[config.mk]
export PLATFORM = sky130hd
export DESIGN_NAME = uart_tx_scheduler
export DESIGN_NICKNAME = d
export VERILOG_FILES = /design/src/rtl/uart_sched_pkg.sv /design/src/rtl/uart_tx_scheduler_rr_pick.sv /design/src/rtl/uart_tx_scheduler.sv
export SDC_FILE = /design/constraint.sdc
export NUM_CORES = 1
export LEC_CHECK = 0
export BUFFER_PORTS_ARGS = -buffer_cell sky130_fd_sc_hd__buf_2
export CAP_MARGIN = 15
export CELL_PAD_IN_SITES_DETAIL_PLACEMENT = 1
export CELL_PAD_IN_SITES_GLOBAL_PLACEMENT = 1
export CORE_ASPECT_RATIO = 1.25
export CORE_MARGIN = 3
export CORE_UTILIZATION = 40
export CTS_BUF_LIST = sky130_fd_sc_hd__clkbuf_16
export DETAILED_ROUTE_END_ITERATION = 7
export PLACE_DENSITY_LB_ADDON = 0.1
export RECOVER_POWER = 100
export SYNTH_ARGS = -nofsm -noshare
export SYNTH_HDL_FRONTEND = slang
export SYNTH_SLANG_ARGS = --single-unit
[constraint.sdc]
create_clock -name clock -period 2.4 [get_ports clock]
set_clock_uncertainty 0.15 [all_clocks]
set_input_delay 0.48 -clock clock [delete_from_list [all_inputs] [get_ports clock]]
set_output_delay 0.48 -clock clock [all_outputs]
set_load 0.01 [all_outputs]
[src/rtl/uart_sched_pkg.sv]
// Shared definitions for the UART transmit scheduler.
//    sched_state_t  : FSM state names with their fixed 3-bit encodings
//    ST_*           : the same encodings as plain logic constants, so the FSM
//                     register can also hold (and recover from) codes 5..7
//    DATA_W_DEF     : default byte width per UART frame
//    BYTE_CNT_W     : width of the free-running byte counter
//    GRANT_ID_W     : width of the grant index (covers up to 8 requesters)
package uart_sched_pkg;

   typedef enum logic [2:0] {
      S_IDLE    = 3'd0,
      S_GRANT   = 3'd1,
      S_START   = 3'd2,
      S_WAIT    = 3'd3,
      S_RELEASE = 3'd4
   } sched_state_t;

   localparam logic [2:0] ST_IDLE    = 3'(S_IDLE);
   localparam logic [2:0] ST_GRANT   = 3'(S_GRANT);
   localparam logic [2:0] ST_START   = 3'(S_START);
   localparam logic [2:0] ST_WAIT    = 3'(S_WAIT);
   localparam logic [2:0] ST_RELEASE = 3'(S_RELEASE);

   localparam int DATA_W_DEF = 8;
   localparam int BYTE_CNT_W = 16;
   localparam int GRANT_ID_W = 3;

endpackage

[src/rtl/uart_tx_scheduler_rr_pick.sv]
// Round-robin picker.
// Scans the request vector starting one position after the previous owner
// and wrapping, so the previous owner is always considered last.
// Ports:
//    i_req    : request vector, one bit per requester
//    i_last   : index of the requester that most recently released
//    o_found  : at least one request bit is set
//    o_index  : winning requester (0 when nothing is requested)
module rr_pick #(
   parameter int NUM_REQ = 2,
   parameter int IDX_W   = 3
) (
   input  logic [NUM_REQ-1:0] i_req,
   input  logic [IDX_W-1:0]   i_last,
   output logic               o_found,
   output logic [IDX_W-1:0]   o_index
);

   // Outer loop walks priority order (offset 1 = highest); the inner loop
   // turns that offset into a constant bit position so every index stays static.
   always_comb begin
      o_found = 1'b0;
      o_index = '0;
      for (int off = 1; off <= NUM_REQ; off++) begin
         for (int k = 0; k < NUM_REQ; k++) begin
            if (!o_found && i_req[k] && (((int'(i_last) + off) % NUM_REQ) == k)) begin
               o_found = 1'b1;
               o_index = IDX_W'(k);
            end
         end
      end
   end

endmodule

[src/rtl/uart_tx_scheduler.sv]
// Shares one UART serializer between NUM_REQ byte-stream requesters.
// A requester, once granted, keeps the transmitter until it flags its last
// byte, sends MAX_BURST bytes, or leaves valid low for HOLD_CYCLES cycles.
// Each byte is handed over with a one-cycle start pulse and the scheduler
// then waits for the serializer's frame-done pulse.
// Ports:
//    clock, resetn : system clock, asynchronous active-low reset
//    req_valid     : per-requester byte valid
//    req_data      : per-requester byte, requester i at [i*DATA_W +: DATA_W]
//    req_last      : per-requester end-of-burst marker
//    req_ready     : one-hot byte accept (combinational)
//    tx_start      : one-cycle start pulse to the serializer
//    tx_data       : byte being sent, stable from tx_start until tx_done
//    tx_done       : end-of-stop-bit pulse from the serializer
//    grant_valid   : a requester currently owns the transmitter
//    grant_id      : owning requester (kept after release for debug)
//    byte_count    : bytes started since reset, wrapping
//    state         : current FSM state code
//
// state     | meaning
// ----------+-----------------------------------------------------------
// S_IDLE    | no owner; pick next requester round-robin
// S_GRANT   | owner selected; accept its next byte or count idle cycles
// S_START   | tx_start is high for this single cycle
// S_WAIT    | serializer busy; wait for tx_done
// S_RELEASE | drop ownership, remember owner as lowest priority
// 5..7      | illegal; recover to S_IDLE
module uart_tx_scheduler
   import uart_sched_pkg::*;
#(
   parameter int NUM_REQ     = 2,
   parameter int DATA_W      = DATA_W_DEF,
   parameter int MAX_BURST   = 16,
   parameter int HOLD_CYCLES = 16
) (
   input  logic                      clock,
   input  logic                      resetn,
   input  logic [NUM_REQ-1:0]        req_valid,
   input  logic [NUM_REQ*DATA_W-1:0] req_data,
   input  logic [NUM_REQ-1:0]        req_last,
   output logic [NUM_REQ-1:0]        req_ready,
   output logic                      tx_start,
   output logic [DATA_W-1:0]         tx_data,
   input  logic                      tx_done,
   output logic                      grant_valid,
   output logic [GRANT_ID_W-1:0]     grant_id,
   output logic [BYTE_CNT_W-1:0]     byte_count,
   output logic [2:0]                state
);

   logic [2:0]            r_state;
   logic                  r_tx_start;
   logic [DATA_W-1:0]     r_tx_data;
   logic                  r_grant_valid;
   logic [GRANT_ID_W-1:0] r_grant_id;
   logic [GRANT_ID_W-1:0] r_last_grant;
   logic [BYTE_CNT_W-1:0] r_byte_count;
   logic [7:0]            r_burst_cnt;
   logic [7:0]            r_hold_cnt;
   logic                  r_last_flag;

   logic                  w_found;
   logic [GRANT_ID_W-1:0] w_pick;
   logic                  w_sel_valid;
   logic                  w_sel_last;
   logic [DATA_W-1:0]     w_sel_data;
   logic                  w_accept;
   logic                  w_burst_full;
   logic                  w_hold_expired;

   rr_pick #(
      .NUM_REQ (NUM_REQ),
      .IDX_W   (GRANT_ID_W)
   ) u_rr_pick (
      .i_req   (req_valid),
      .i_last  (r_last_grant),
      .o_found (w_found),
      .o_index (w_pick)
   );

   // Select the owner's lane with a compare per lane rather than a variable
   // bit-select, since grant_id is wider than log2(NUM_REQ).
   always_comb begin
      w_sel_valid = 1'b0;
      w_sel_last  = 1'b0;
      w_sel_data  = '0;
      for (int k = 0; k < NUM_REQ; k++) begin
         if (r_grant_id == GRANT_ID_W'(k)) begin
            w_sel_valid = req_valid[k];
            w_sel_last  = req_last[k];
            w_sel_data  = req_data[k*DATA_W +: DATA_W];
         end
      end
   end

   assign w_accept       = (r_state == ST_GRANT) && w_sel_valid;
   assign w_burst_full   = (r_burst_cnt == 8'(MAX_BURST));
   assign w_hold_expired = (r_hold_cnt == 8'(HOLD_CYCLES - 1));

   always_comb begin
      req_ready = '0;
      for (int k = 0; k < NUM_REQ; k++) begin
         req_ready[k] = w_accept && (r_grant_id == GRANT_ID_W'(k));
      end
   end

   always_ff @(posedge clock or negedge resetn) begin
      if (!resetn) begin
         r_state       <= ST_IDLE;
         r_tx_start    <= 1'b0;
         r_tx_data     <= '0;
         r_grant_valid <= 1'b0;
         r_grant_id    <= '0;
         r_last_grant  <= GRANT_ID_W'(NUM_REQ - 1);
         r_byte_count  <= '0;
         r_burst_cnt   <= '0;
         r_hold_cnt    <= '0;
         r_last_flag   <= 1'b0;
      end else begin
         case (r_state)
            ST_IDLE: begin
               if (w_found) begin
                  r_grant_id    <= w_pick;
                  r_grant_valid <= 1'b1;
                  r_burst_cnt   <= '0;
                  r_hold_cnt    <= '0;
                  r_state       <= ST_GRANT;
               end
            end

            ST_GRANT: begin
               if (w_sel_valid) begin
                  r_tx_data    <= w_sel_data;
                  r_last_flag  <= w_sel_last;
                  r_burst_cnt  <= r_burst_cnt + 8'd1;
                  r_byte_count <= r_byte_count + BYTE_CNT_W'(1);
                  r_tx_start   <= 1'b1;
                  r_state      <= ST_START;
               end else if (w_hold_expired) begin
                  r_state <= ST_RELEASE;
               end else begin
                  r_hold_cnt <= r_hold_cnt + 8'd1;
               end
            end

            ST_START: begin
               r_tx_start <= 1'b0;
               r_state    <= ST_WAIT;
            end

            ST_WAIT: begin
               if (tx_done) begin
                  r_hold_cnt <= '0;
                  if (r_last_flag || w_burst_full) begin
                     r_state <= ST_RELEASE;
                  end else begin
                     r_state <= ST_GRANT;
                  end
               end
            end

            ST_RELEASE: begin
               // The releasing owner becomes lowest priority for the next pick.
               r_last_grant  <= r_grant_id;
               r_grant_valid <= 1'b0;
               r_state       <= ST_IDLE;
            end

            default: begin
               r_tx_start    <= 1'b0;
               r_grant_valid <= 1'b0;
               r_state       <= ST_IDLE;
            end
         endcase
      end
   end

   assign tx_start    = r_tx_start;
   assign tx_data     = r_tx_data;
   assign grant_valid = r_grant_valid;
   assign grant_id    = r_grant_id;
   assign byte_count  = r_byte_count;
   assign state       = r_state;

endmodule

### After elaboration in Yosys (flattened, before gate mapping)

Index checks and enable logic that the tools add are counted.

| cells by class | value |
|---|---|
| eq/ne operators | 15 |
| reduce and logical (&&, ||, !) cells | 29 |
| mux-type cells | 30 |
| bitwise logic cells | 4 |
| add/subtract/negate cells | 5 |

Operator list:

| kind | count |
|---|---|
| logical NOT 32 bit | 2 |
| two-way mux 8 bit | 7 |
| case mux 8 bit (3 select lines) | 1 |
| adder 16 x 1 -> 16 bit, second input constant | 1 |
| adder 8 x 1 -> 8 bit, second input constant | 2 |
| case mux 8 bit (2 select lines) | 1 |
| two-way mux 3 bit | 5 |
| two-way mux 1 bit | 13 |
| case mux 3 bit (4 select lines) | 1 |
| logical AND 1 bit | 10 |
| equality test 8 x 4 -> 1 bit, second input constant | 1 |
| equality test 8 x 5 -> 1 bit, second input constant | 1 |
| != test 2 bit, second input constant | 4 |
| AND reduction 2 bit | 4 |
| equality test 3 x 2 -> 1 bit, second input constant | 2 |
| logical NOT 3 bit | 2 |
| AND reduction 3 bit | 2 |
| OR reduction 3 bit | 2 |
| AND reduction 5 bit | 1 |
| equality test 2 bit, second input constant | 2 |
| case mux 1 bit (2 select lines) | 2 |
| equality test 3 x 1 -> 1 bit, second input constant | 1 |
| equality test 3 bit, second input constant | 1 |
| logical NOT 1 bit | 3 |
| 9 further kinds | 12 |

| storage, ports and cells | value |
|---|---|
| output and inout bits | 34 |
| register bits | 48 |
| input port bits | 23 |
| word-level logic and storage cells | 93 |

### Depth between registers and ports, before layout

| depth | value |
|---|---|
| depth after elaboration | 19 |
| mapped depth | 7 |
| gate-level depth less buffers | 6 |

### Modules after synthesis

From an unflattened synthesis, not the netlist that was laid out.

| unflattened totals | value |
|---|---|
| cells, all modules | 265 |
| area total of the unflattened synthesis | 2710.1 sq um |

Modules (own cells, without submodules):

| module | cells an instance | sequential area each (sq um) | instances | area an instance (sq um) |
|---|---|---|---|---|
| uart_tx_scheduler | 260 | 1302.5 | 1 | 2677.6 |
| rr_pick | 5 | 0.0 | 1 | 32.5 |

### Worst setup path before layout

OpenSTA, ideal clock, no wires.

| timing path | value |
|---|---|
| kind | register -> output |
| start | register r_state[1], in the netlist state[1] |
| end | output req_ready[0] |
| stages on the path, launching flop included | 5 |
| required time | 1.770 ns |
| arrival | 1.448 ns |
| buffers on the path | 2 |
| slack | 0.322 ns |
| cell sequence | dfrtp_1 buf_6 or3b_1 buf_2 nor3b_4 |

| between the ends | value |
|---|---|
| word-level cells in the longest chain between the ends | 3 |

RTL lines:

| what | RTL line | source |
|---|---|---|
| start: declaration | uart_tx_scheduler.sv:51 | `logic [2:0] r_state;` |
| start signal: assignment | uart_tx_scheduler.sv:109 | `r_state <= ST_IDLE;` |
| start signal: assignment | uart_tx_scheduler.sv:127 | `r_state <= ST_GRANT;` |
| start signal: assignment | uart_tx_scheduler.sv:138 | `r_state <= ST_START;` |
| equality test 3 x 1 -> 1 bit | uart_tx_scheduler.sv:96 | `assign w_accept = (r_state == ST_GRANT) && w_sel_valid;` |
| logical AND 1 bit | uart_tx_scheduler.sv:96 |  |
| logical AND 1 bit | uart_tx_scheduler.sv:103 | `req_ready[k] = w_accept && (r_grant_id == GRANT_ID_W'(k));` |
| end: declaration | uart_tx_scheduler.sv:41 | `output logic [NUM_REQ-1:0] req_ready,` |

Every way passes these cells.

### Final worst setup path

| timing path | value |
|---|---|
| start | register r_state[2], in the netlist state[2] |
| end | output req_ready[0] |

Same word-level chain as after synthesis.

==> results_tabular.tex <==
\begin{tabular}{lr}
\hline
Metric & Value \\
\hline
\multicolumn{2}{l}{\textbf{Run status}} \\
Result of the run & finished clean \\
\multicolumn{2}{l}{\textbf{Worst setup path}} \\
Worst reg2reg startpoint & state[2]\$\_DFFE\_PN0P\_ \\
Critical path endpoint category & primary output \\
Arrival time of data at the critical path endpoint & 1680 ps \\
Maximum fanout along the worst path & 9 \\
Series of cell instances along the critical path & or3b\_4 > nor3b\_4 > clkbuf\_1 \\
Kind of cell adding the most delay to the critical path & simple AND/OR/NAND/NOR gates \\
Worst Setup Start Kind & flop \\
CP Launch Point & state[2]\$\_DFFE\_PN0P\_ \\
Required time reported for the critical path endpoint & 1770 ps \\
Startpoint-to-endpoint class of the critical path & reg -> out \\
Total buffers and inverters traversed by the critical path & 1 \\
Stage delay of the slowest cell on the critical path & 510 ps \\
CP max-delay cell & sky130\_fd\_sc\_hd\_\_dfrtp\_1 \\
\multicolumn{2}{l}{\textbf{Drt}} \\
Count of nets left with antenna violations after detail routing & 0 \\
Vias per cell & 5.23 \\
Routed vias & 2028 \\
Average detailed-routed wire length per instance & 15.4 um \\
Number of design-rule violations left by the first detailed-router iteration & 51 \\
DRC Markers & 0 \\
Pre-Repair DR Iteration Count & 4 \\
Drt total wl & 5970 um \\
\multicolumn{2}{l}{\textbf{Logic synthesis}} \\
Simple-gate share of the synthesized area & 0.232 \\
Netlist Area Pre-Place & 0.00244 mm\^{}2 \\
Proportion of synthesized flip-flops having asynchronous set or reset & 1.00 \\
Synthesized-area fraction occupied by ao, oa, aoi and oai cells & 0.125 \\
Avg Cell Area, Syn & 10.1 um\^{}2 \\
Dominant register cell in the synthesized netlist & sky130\_fd\_sc\_hd\_\_dfrtp\_1 \\
Share of cell area taken by muxes after synthesis & 0.0148 \\
Gate count of the mapped netlist & 243 \\
Number of enable flip-flop cells after synthesis & 0 \\
Total of flip-flops plus latches after synthesis & 48 \\
Combinational family with the most area after synthesis & simple AND/OR/NAND/NOR gates \\
Xor and xnor fraction of the mapped netlist area & 0.0752 \\
Sequential area share after synthesis & 0.492 \\
Share of synthesized cell area in full adder, half adder and majority cells & 0.0205 \\
Post-synthesis cell type count & 52 \\
Number of warnings reported in the yosys synthesis log & 0 \\
\multicolumn{2}{l}{\textbf{Clocking}} \\
Hold buffer count at CTS & 0 \\
Clock Tree Root & sky130\_fd\_sc\_hd\_\_clkbuf\_16 \\
Sink count of the clock tree & 48 \\
Clock tree from TritonCTS & built \\
H-Tree Depth & 2 \\
Insertion delay of the later-clocked pin in the worst-skew pair & 290 ps \\
TritonCTS buffer count & 5 \\
Number of buffers on the longest clock path & 2 \\
Clock input transition at the sequential cells of the worst setup and hold paths & 60 ps \\
\multicolumn{2}{l}{\textbf{Placement}} \\
Final estimated routing congestion in global placement & 0.788 \\
DPL Wire Length & 4410 um \\
PortBufs & 54 \\
Placement Setup Slack & 224 ps \\
Instance area after placement & 0.00282 mm\^{}2 \\
\multicolumn{2}{l}{\textbf{Finish}} \\
Most frequent cells in the layout & sky130\_fd\_sc\_hd\_\_dfrtp\_1, sky130\_fd\_sc\_hd\_\_nand2\_1, sky130\_fd\_sc\_hd\_\_clkbuf\_1 \\
Area added between synthesis and finish & 19.6\% \\
Ant. Diodes & 0 \\
Layout cell share with drive strength beyond 1 & 0.167 \\
Final Instance Area & 0.00292 mm\^{}2 \\
\# nets final & 332 \\
Most common cell after layout, fill and taps aside & sky130\_fd\_sc\_hd\_\_dfrtp\_1 \\
\multicolumn{2}{l}{\textbf{Timing}} \\
Unrepaired setup endpoints after global routing & false \\
Summed negative setup slack over all endpoints & 0 ps \\
Final setup margin & 94.6 ps \\
Slew at the pin closest to its max-slew limit & 1120 ps \\
Setup violation total in the final timing report & 0 \\
Final critical path time including I/O delays and setup & 2310 ps \\
Slew Limit Fails & 0 \\
Final clock period utilization by the worst path & 0.961 \\
Worst relative slew slack & 0.251 \\
Peak Freq & 434 MHz \\
Hold Vio Cnt, Final & 0 \\
\multicolumn{2}{l}{\textbf{Die}} \\
Boundary pin count & 57 \\
Core Rows & 31 \\
CORE AREA & 0.00586 mm\^{}2 \\
Die area & 0.00709 mm\^{}2 \\
Horizontal die dimension & 75.9 um \\
Vert. Die Dim & 93.4 um \\
Starting density of the core & 0.417 \\
\multicolumn{2}{l}{\textbf{Pwr}} \\
Comb power frac & 0.382 \\
Internal power & 2.02 mW \\
Switching power as a share of total power & 0.388 \\
Switching pwr & 1.28 mW \\
IR drop worst, VDD & 0.550 mV \\
Reported leakage power & 1.33 nW \\
Sequential Power Share & 0.381 \\
Portion of total power attributed to the clock network & 0.237 \\
Power density relative to cell area & 1130 mW/mm\^{}2 \\
\multicolumn{2}{l}{\textbf{Global route}} \\
Overall track demand over capacity in global routing & 0.181 \\
Antenna violations before repair & 0 \\
Largest net degree at the start of global routing & 29 \\
Global-route wire length before repair & 10300 um \\
Via count of the first global-routing pass & 2170 \\
Global route total overflow & 0 \\
\multicolumn{2}{l}{\textbf{Run}} \\
Max-cap violation count & 0 \\
\multicolumn{2}{l}{\textbf{Worst hold path}} \\
Hold crit path type & in -> async \\
\hline
\end{tabular}
-- worst register-to-register path, cell delays in order (launching register included) --
cell                       delay (ps)
sky130_fd_sc_hd__dfrtp_1          510
sky130_fd_sc_hd__nor3b_4          280
sky130_fd_sc_hd__clkbuf_1         320
sky130_fd_sc_hd__nand4_2          160
sky130_fd_sc_hd__or3_4            440
sky130_fd_sc_hd__nor2_1           140
sky130_fd_sc_hd__xor2_1           150
-- cells in the mapped netlist, types with 2 or more instances --
| cell | count | share of area |
|---|---|---|
| sky130_fd_sc_hd__buf_2 | 2 | 0.0041 |
| sky130_fd_sc_hd__nor4_1 | 5 | 0.013 |
| sky130_fd_sc_hd__o22a_1 | 2 | 0.0072 |
| sky130_fd_sc_hd__and3_1 | 2 | 0.0051 |
| sky130_fd_sc_hd__xor2_1 | 6 | 0.021 |
| sky130_fd_sc_hd__buf_6 | 3 | 0.014 |
| sky130_fd_sc_hd__nor2_1 | 15 | 0.023 |
| sky130_fd_sc_hd__ha_1 | 4 | 0.020 |
| sky130_fd_sc_hd__o21a_1 | 2 | 0.0061 |
| sky130_fd_sc_hd__nand2_1 | 42 | 0.064 |
| sky130_fd_sc_hd__and2_1 | 2 | 0.0051 |
| sky130_fd_sc_hd__dfrtp_1 | 47 | 0.48 |
| sky130_fd_sc_hd__inv_1 | 8 | 0.012 |
| sky130_fd_sc_hd__a22oi_1 | 9 | 0.028 |
| sky130_fd_sc_hd__o31ai_1 | 2 | 0.0061 |
| sky130_fd_sc_hd__nor3b_1 | 3 | 0.0092 |
| sky130_fd_sc_hd__a31oi_1 | 2 | 0.0051 |
| sky130_fd_sc_hd__nand3_1 | 12 | 0.025 |
| sky130_fd_sc_hd__nor3_1 | 6 | 0.012 |
| sky130_fd_sc_hd__xnor2_1 | 15 | 0.054 |
| sky130_fd_sc_hd__o21ai_0 | 9 | 0.018 |
| sky130_fd_sc_hd__a21o_1 | 2 | 0.0061 |
| sky130_fd_sc_hd__buf_4 | 2 | 0.0061 |
| sky130_fd_sc_hd__a21oi_1 | 3 | 0.0061 |
| sky130_fd_sc_hd__nor3b_4 | 2 | 0.015 |
| sky130_fd_sc_hd__nor2_2 | 4 | 0.010 |
| sky130_fd_sc_hd__nand4_1 | 6 | 0.015 |
| sky130_fd_sc_hd__clkbuf_1 | 2 | 0.0031 |
-- power groups by stage --
stage	combinational [mW]	clock [mW]	sequential, mW
2_1_floorplan	0.857	0	1.26
5_1_grt	1.45	0.838	1.30
6_report	1.26	0.782	1.25
3_5_place_dp	1.30	0	1.26
3_3_place_gp	1.27	0	1.25
4_1_cts	1.33	0.803	1.25
-- metrics by stage --
step	total power, mW	hold WS (ps)	instances	utilization
finish	3.30	233	388	0.499
floorplan	2.12	34.4	244	-
global route	3.59	276	388	0.499
global placement	2.53	296	378	0.482
CTS	3.38	14.6	386	0.510
detailed placement	2.57	302	378	0.482
-- final cells by class --
cell class | instances | area, um^2
fill | 685 | 2930
sequential | 48 | 1200
multi-input combinational | 179 | 1140
timing repair buffer | 63 | 285
clock buffer | 5 | 125
tap | 82 | 103
clock inverter | 3 | 38.8
inverter | 8 | 30.0
-- registers in the layout, indices dropped and copies added (netlist names) --
| register | count |
|---|---|
| r_burst_cnt | 8 |
| state | 3 |
| r_hold_cnt | 8 |
| tx_start | 1 |
| byte_count | 16 |
| r_last_flag | 1 |
| tx_data | 8 |
| grant_valid | 1 |
| r_last_grant | 1 |
| grant_id | 1 |
-- routing by layer --
layer  global-route usage  routed length, um  vias to the layer above
li1                     -                  -                      975
met1                0.211               2480                     1003
met2                0.325               3110                       40
met3               0.0414                265                       10
met4               0.0650                105                        0
met5                    0                  0                        -
-- final timing paths --
path                                               to  slack, ps  cells past startpoint
setup / recovery                         req_ready[0]         90                      3
hold reg to reg            byte_count[15]$_DFFE_PN0P_        310                      1
max in group asynchronous        state[1]$_DFFE_PN0P_        550                      2
setup reg to reg           byte_count[11]$_DFFE_PN0P_        190                      6
min in group clock             tx_data[4]$_DFFE_PN0P_        260                      3
hold / removal              byte_count[6]$_DFFE_PN0P_        230                      1
-- what timing repair did --
item,4_1_cts,5_1_grt
setup buffers,0,2
resized for setup,1,1
endpoints found under the setup margin,1,2
pin swaps,0,1
-- cell families after synthesis --
kind of cell,after synthesis
adder cells (fa/ha/maj),4
multiplexers,3
XOR/XNOR,21
AO/OA/AOI/OAI,40
AND/OR/NAND/NOR,109
flip-flops,48
other,1
buffers and inverters,17
Power figures use the tool's default switching activity.
